--- src/rtl/cva5_fifo_counted.sv ---
// rtl/cva5_fifo_counted.sv - counted first-word-fall-through FIFO with thresholds, flush and sticky errors
module cva5_fifo_counted #(
    parameter int DATA_WIDTH             = 32,
    parameter int FIFO_DEPTH             = 4,
    parameter int ALMOST_FULL_THRESHOLD  = FIFO_DEPTH - 1,
    parameter int ALMOST_EMPTY_THRESHOLD = 1,
    localparam int CW = $clog2(FIFO_DEPTH + 1),
    localparam int PW = (FIFO_DEPTH > 1) ? $clog2(FIFO_DEPTH) : 1
) (
    input  logic                  clk,
    input  logic                  rst,
    input  logic                  push,
    input  logic                  pop,
    input  logic                  flush,
    input  logic                  clear_errors,
    input  logic [DATA_WIDTH-1:0] data_in,
    output logic [DATA_WIDTH-1:0] data_out,
    output logic                  valid,
    output logic                  full,
    output logic                  almost_full,
    output logic                  almost_empty,
    output logic [CW-1:0]         count,
    output logic                  overflow,
    output logic                  underflow
);

    // Parameter legality, reported at elaboration
    if (DATA_WIDTH < 1) begin : g_bad_width
        $error("cva5_fifo_counted: DATA_WIDTH must be >= 1");
    end
    if (FIFO_DEPTH < 1) begin : g_bad_depth
        $error("cva5_fifo_counted: FIFO_DEPTH must be >= 1");
    end
    if (ALMOST_FULL_THRESHOLD < 1 || ALMOST_FULL_THRESHOLD > FIFO_DEPTH) begin : g_bad_af
        $error("cva5_fifo_counted: ALMOST_FULL_THRESHOLD out of range 1..FIFO_DEPTH");
    end
    if (ALMOST_EMPTY_THRESHOLD < 0 || ALMOST_EMPTY_THRESHOLD > FIFO_DEPTH - 1) begin : g_bad_ae
        $error("cva5_fifo_counted: ALMOST_EMPTY_THRESHOLD out of range 0..FIFO_DEPTH-1");
    end

    logic [DATA_WIDTH-1:0] mem_q [FIFO_DEPTH];
    logic [PW-1:0]         rd_ptr_q, rd_ptr_d;
    logic [PW-1:0]         wr_ptr_q, wr_ptr_d;
    logic [CW-1:0]         count_q, count_d;
    logic                  overflow_q, overflow_d;
    logic                  underflow_q, underflow_d;
    logic                  push_ok, pop_ok, wr_en;

    // Explicit wrap so non-power-of-two depths never index past the last entry
    function automatic logic [PW-1:0] ptr_inc(input logic [PW-1:0] p);
        return (p == PW'(FIFO_DEPTH - 1)) ? '0 : p + PW'(1);
    endfunction

    // Acceptance, pointer/count next state and sticky error flags
    always_comb begin
        pop_ok      = pop && (count_q != '0);
        push_ok     = push && ((count_q != CW'(FIFO_DEPTH)) || pop_ok);
        wr_en       = push_ok && !flush;
        rd_ptr_d    = rd_ptr_q;
        wr_ptr_d    = wr_ptr_q;
        count_d     = count_q;
        overflow_d  = overflow_q && !clear_errors;
        underflow_d = underflow_q && !clear_errors;
        if (flush) begin
            rd_ptr_d = '0;
            wr_ptr_d = '0;
            count_d  = '0;
        end else begin
            if (push_ok) wr_ptr_d = ptr_inc(wr_ptr_q);
            if (pop_ok)  rd_ptr_d = ptr_inc(rd_ptr_q);
            count_d = count_q + CW'(push_ok) - CW'(pop_ok);
            // A new error outranks a coincident clear
            if (push && !push_ok) overflow_d = 1'b1;
            if (pop && !pop_ok)   underflow_d = 1'b1;
        end
    end

    // Control state register with asynchronous reset
    always_ff @(posedge clk or posedge rst) begin
        if (rst) begin
            rd_ptr_q    <= '0;
            wr_ptr_q    <= '0;
            count_q     <= '0;
            overflow_q  <= 1'b0;
            underflow_q <= 1'b0;
        end else begin
            rd_ptr_q    <= rd_ptr_d;
            wr_ptr_q    <= wr_ptr_d;
            count_q     <= count_d;
            overflow_q  <= overflow_d;
            underflow_q <= underflow_d;
        end
    end

    // Storage is deliberately not reset; stale entries are masked by valid
    always_ff @(posedge clk) begin
        if (wr_en) mem_q[wr_ptr_q] <= data_in;
    end

    // Outputs derive only from registered state
    always_comb begin
        valid        = (count_q != '0);
        data_out     = valid ? mem_q[rd_ptr_q] : '0;
        full         = (count_q == CW'(FIFO_DEPTH));
        almost_full  = (count_q >= CW'(ALMOST_FULL_THRESHOLD));
        almost_empty = (count_q <= CW'(ALMOST_EMPTY_THRESHOLD));
        count        = count_q;
        overflow     = overflow_q;
        underflow    = underflow_q;
    end

`ifndef SYNTHESIS
    // Report rejected requests as they happen
    always @(posedge clk) begin
        if (!rst && !flush && push && !push_ok) $warning("cva5_fifo_counted: push rejected (overflow)");
        if (!rst && !flush && pop && !pop_ok)   $warning("cva5_fifo_counted: pop rejected (underflow)");
    end
`endif

endmodule
--- config.mk ---
export PLATFORM = sky130hd
export DESIGN_NAME = cva5_fifo_counted
export DESIGN_NICKNAME = d
export VERILOG_FILES = /design/src/rtl/cva5_fifo_counted.sv
export SDC_FILE = /design/constraint.sdc
export NUM_CORES = 1
export LEC_CHECK = 0
export BUFFER_PORTS_ARGS = -buffer_cell sky130_fd_sc_hd__buf_4
export CAP_MARGIN = 5
export CORE_AREA = 2 2 101 103
export CTS_BUF_LIST = sky130_fd_sc_hd__clkbuf_4
export DETAILED_ROUTE_END_ITERATION = 10
export DIE_AREA = 0 0 103 105
export GPL_TIMING_DRIVEN = 0
export PLACE_DENSITY = 0.8
export SYNTH_ARGS = -nofsm -noshare
export SYNTH_HDL_FRONTEND = slang
export SYNTH_SLANG_ARGS = --single-unit
--- constraint.sdc ---
create_clock -name clk -period 2.94 [get_ports clk]
set_clock_uncertainty 0.15 [all_clocks]
set_input_delay 0.294 -clock clk [delete_from_list [all_inputs] [get_ports clk]]
set_output_delay 0.294 -clock clk [all_outputs]
set_load 0.005 [all_outputs]
==> run summary <==
Category of the critical setup timing path: reg2out. The overall global routing resource usage was 0.200. Based on the critical path, the design can be clocked at up to 376 MHz. The synthesized design spends more area on one cell type than any other, namely sky130_fd_sc_hd__edfxtp_1.

For this design the total switching power over the nets is 1.57 mW. The proportion of layout cells with a drive suffix above 1 was 0.383; the count of endpoints failing setup in the final report was 0. For the clock network power share, the log shows 0.239. The clock-pin transition on the worst setup and hold timing paths is 0.12 ns, and the top-level port count is 79. Among all stages on the critical path, the largest delay is contributed by sky130_fd_sc_hd__dfrtp_1.

On the critical path the largest part of the delay comes from simple AND/OR/NAND/NOR gates. Data on the critical path is required at its endpoint by 2.50 ns. The setup fix buffers added after clock tree synthesis was 0; the layout overhead on the synthesized area was 26.3%. For this run, the leading register cell type out of synthesis is sky130_fd_sc_hd__edfxtp_1. After synthesis the netlist holds a flip-flop and latch count of 137. TritonCTS built the clock tree.

The global placement routability congestion is 0.723, and the average instance area after synthesis is 20.7 um2. In this run the tool buffered the top-level ports with 77 buffer cells. The fraction of the cycle the final worst path needs works out to 0.904. Hold is met by 0.177 ns. The run gives 17 as the CTS buffer count. Setup repair after global routing left no endpoint under its margin. The final count of pins violating max slew is 0. The chip width is 103 um. The logs give 40 for the cts-stage hold buffer count and 2975 for the via count of the first global-routing pass. Most frequent standard cell in the layout excluding fill and tap cells: sky130_fd_sc_hd__edfxtp_1. Leaving out fill and tap cells, the most frequent cells in the layout are 128 x sky130_fd_sc_hd__edfxtp_1, 77 x sky130_fd_sc_hd__buf_4, 40 x sky130_fd_sc_hd__dlygate4sd3_1.

The root buffer cell was sky130_fd_sc_hd__clkbuf_4. The fraction of the yosys area taken by sequential cells came out at 0.732. The proportion of register bits with asynchronous set or reset after synthesis was 0.0657; the count of buffering cells on the critical path with inverters included was 2.

The run gives 0 as the number of maximum-capacitance constraint violations. The die outline height is 105 um. The tools report the met2 usage in global routing as 0.321. The die covers 10800 um2. Post-CTS repair changed the size of 0 cells.

The number of nets at the end of the flow came out at 453. Maximum buffer depth of the clock tree: 2. The global routing stage identified its most utilized layer as met2. Row count: 36.

The number of routed nets with antenna violations is 0, and the routed via count is 2902. The endpoint class of the critical path is an output pin. The count of distinct cell types in the synthesized netlist is 32, and the static leakage power is 2.55 nW. The run gives 0.265 as the met1 track utilization from global routing. The count of flip-flops with a built-in enable after synthesis is 128.

The switching part of the total power is 0.287, and the slew at the pin closest to its max-slew limit is 0.892 ns. Entering global routing, the biggest net connects 33 pins. After filler insertion, the fill cell instance count of the layout stands at 607. The logs give 0.577 for the starting density of the core and 3.88 mW for the cell-internal power. Number of hold-slack violations in the final timing report: 0. The delay of the slowest cell on the worst path was 0.54 ns; the aggregate routed wire length was 9990 um.

The worst max-slew margin expressed relative to the limit was 0.405. The time the final worst path needs with I/O delays and setup was 2.66 ns; the setup TNS was 0 ns. The met3 usage is 0.0649, and the relative contribution of sequential cells to total power is 0.428. The clock tree synthesis step divided the H-tree into 4 levels. The antenna diode count was 0. The run finished with clean final reports. The global route total overflow is 0. Sorting the synthesized cells by area gives the leading types as sky130_fd_sc_hd__edfxtp_1 69%, sky130_fd_sc_hd__mux4_2 11%, sky130_fd_sc_hd__dfrtp_1 4.0%. The logs give 0 for the initial antenna violation count and 2.21 ns for the data arrival at the endpoint of the critical path. The tools report the post-route DRC violation count as 0. The Yosys step of the flow raised 0 warnings. The critical path goes through nor3_2 -> buf_2 -> nor2b_1 -> buf_4. Dividing the detail-routed via count by the number of cells gives 5.27.

Summing all placed instances gives a cell area of 6310 um2. Average wire per standard cell: 18.1 um. The top-area cell type share of the netlist area was 0.691. The clock insertion delay at the later pin of the skew report is 0.50 ns, and the number of instances in the synthesized netlist is 269. After synthesis the cells add up to 5560 um2. The first global-routing pass estimated 15500 um of wire. Power spread over the standard cell area amounts to 775 nW/um2. The fraction of power consumed by combinational cells was 0.332; the share of the core filled with cells was 0.729.

Peak supply drop: 0.000435 V. The first TritonRoute pass finished after 4 iterations. CTS saw 137 sinks. The finished cells cover 7030 um2. The first routing iteration left 176 violations. Class of the most critical hold timing path: in2async.

The kind of start point of the critical path is a flop. The net count after synthesis was 317; the area inside the core boundary was 9640 um2. The estimated wirelength of the detail-placed design is 5890 um, and the largest fanout on the critical path is 10.
[worst register-to-register path, stage by stage, from the launching register on]
cell                            delay, ns
sky130_fd_sc_hd__dfrtp_1             0.54
sky130_fd_sc_hd__nor3_2              0.49
sky130_fd_sc_hd__buf_2               0.38
sky130_fd_sc_hd__nand3b_1            0.11
sky130_fd_sc_hd__o21ai_0             0.07
sky130_fd_sc_hd__dlygate4sd3_1       0.55
[cells in the mapped netlist, types with 4 or more instances]
| master | number |
|---|---|
| sky130_fd_sc_hd__edfxtp_1 | 128 |
| sky130_fd_sc_hd__mux4_2 | 28 |
| sky130_fd_sc_hd__nor2b_1 | 27 |
| sky130_fd_sc_hd__inv_1 | 11 |
| sky130_fd_sc_hd__dfrtp_1 | 9 |
| sky130_fd_sc_hd__ha_1 | 9 |
| sky130_fd_sc_hd__nor2_1 | 7 |
| sky130_fd_sc_hd__buf_2 | 6 |
| sky130_fd_sc_hd__nor2b_4 | 5 |
| sky130_fd_sc_hd__and2_1 | 4 |
| sky130_fd_sc_hd__mux4_1 | 4 |
[state kept, by name, summed over array words and instances, names as in the netlist]
signal	count
count	3
mem_q	128
overflow	1
rd_ptr_q	2
underflow	1
wr_ptr_q	2
[layout make-up]
class / instances / area, um2 / share of cell area
clock buffers: 19 / 143 / 0.0203
plain buffers: 12 / 109 / 0.0155
clock inverters: 13 / 171 / 0.0244
repair buffers: 117 / 978 / 0.139
well taps: 133 / 166 / 0.0237
multi-input cells: 109 / 1350 / 0.192
flip-flops and latches: 137 / 4070 / 0.579
inverters: 11 / 41.3 / 0.00588
[routing by layer]
metal	up-vias	wire length, um
met3	4	501
met5	-	0
met1	1487	4170
li1	1329	-
met4	0	15
met2	82	5300
[path summary, 6_finish.rpt]
kind                       slack, ns         from  depth (start not counted)           end
min                             0.18          rst                          3      overflow
max                             0.28     count[1]                          4  data_out[10]
max reg2reg                     0.60     count[1]                          5     underflow
max in group asynchronous       2.20          rst                          3   rd_ptr_q[1]
min reg2reg                     0.52  rd_ptr_q[1]                          3   rd_ptr_q[1]
min in group clk                0.36   data_in[8]                          2   mem_q[3][8]
[power by group through the flow]
stage | combinational (mW) | clock [mW] | sequential, mW
6_report | 1.81 | 1.30 | 2.33
5_1_grt | 1.97 | 1.41 | 2.35
4_1_cts | 1.84 | 1.33 | 2.33
3_5_place_dp | 1.78 | 0 | 2.38
3_3_place_gp | 1.74 | 0 | 2.37
2_1_floorplan | 1.01 | 0 | 2.36
[metrics by stage]
stage	setup slack, ns	std cells	total power, mW
floorplan	0.786	269	3.37
global placement	0.102	479	4.11
detailed placement	0.659	479	4.16
CTS	0.221	551	5.50
global route	0.139	551	5.73
finish	0.283	551	5.45
[cells by family after synthesis]
family                     Yosys count  synth area share
AOI/OAI and AO/OA                    9            0.0115
xor gates and xnor gates             1           0.00158
adders and majority gates           10            0.0238
buffers and inverters               23            0.0270
DFF                                137             0.732
muxes                               34             0.136
and+or+nand+nor                     55            0.0684
Note: power is estimated with default switching activity, not from simulation.
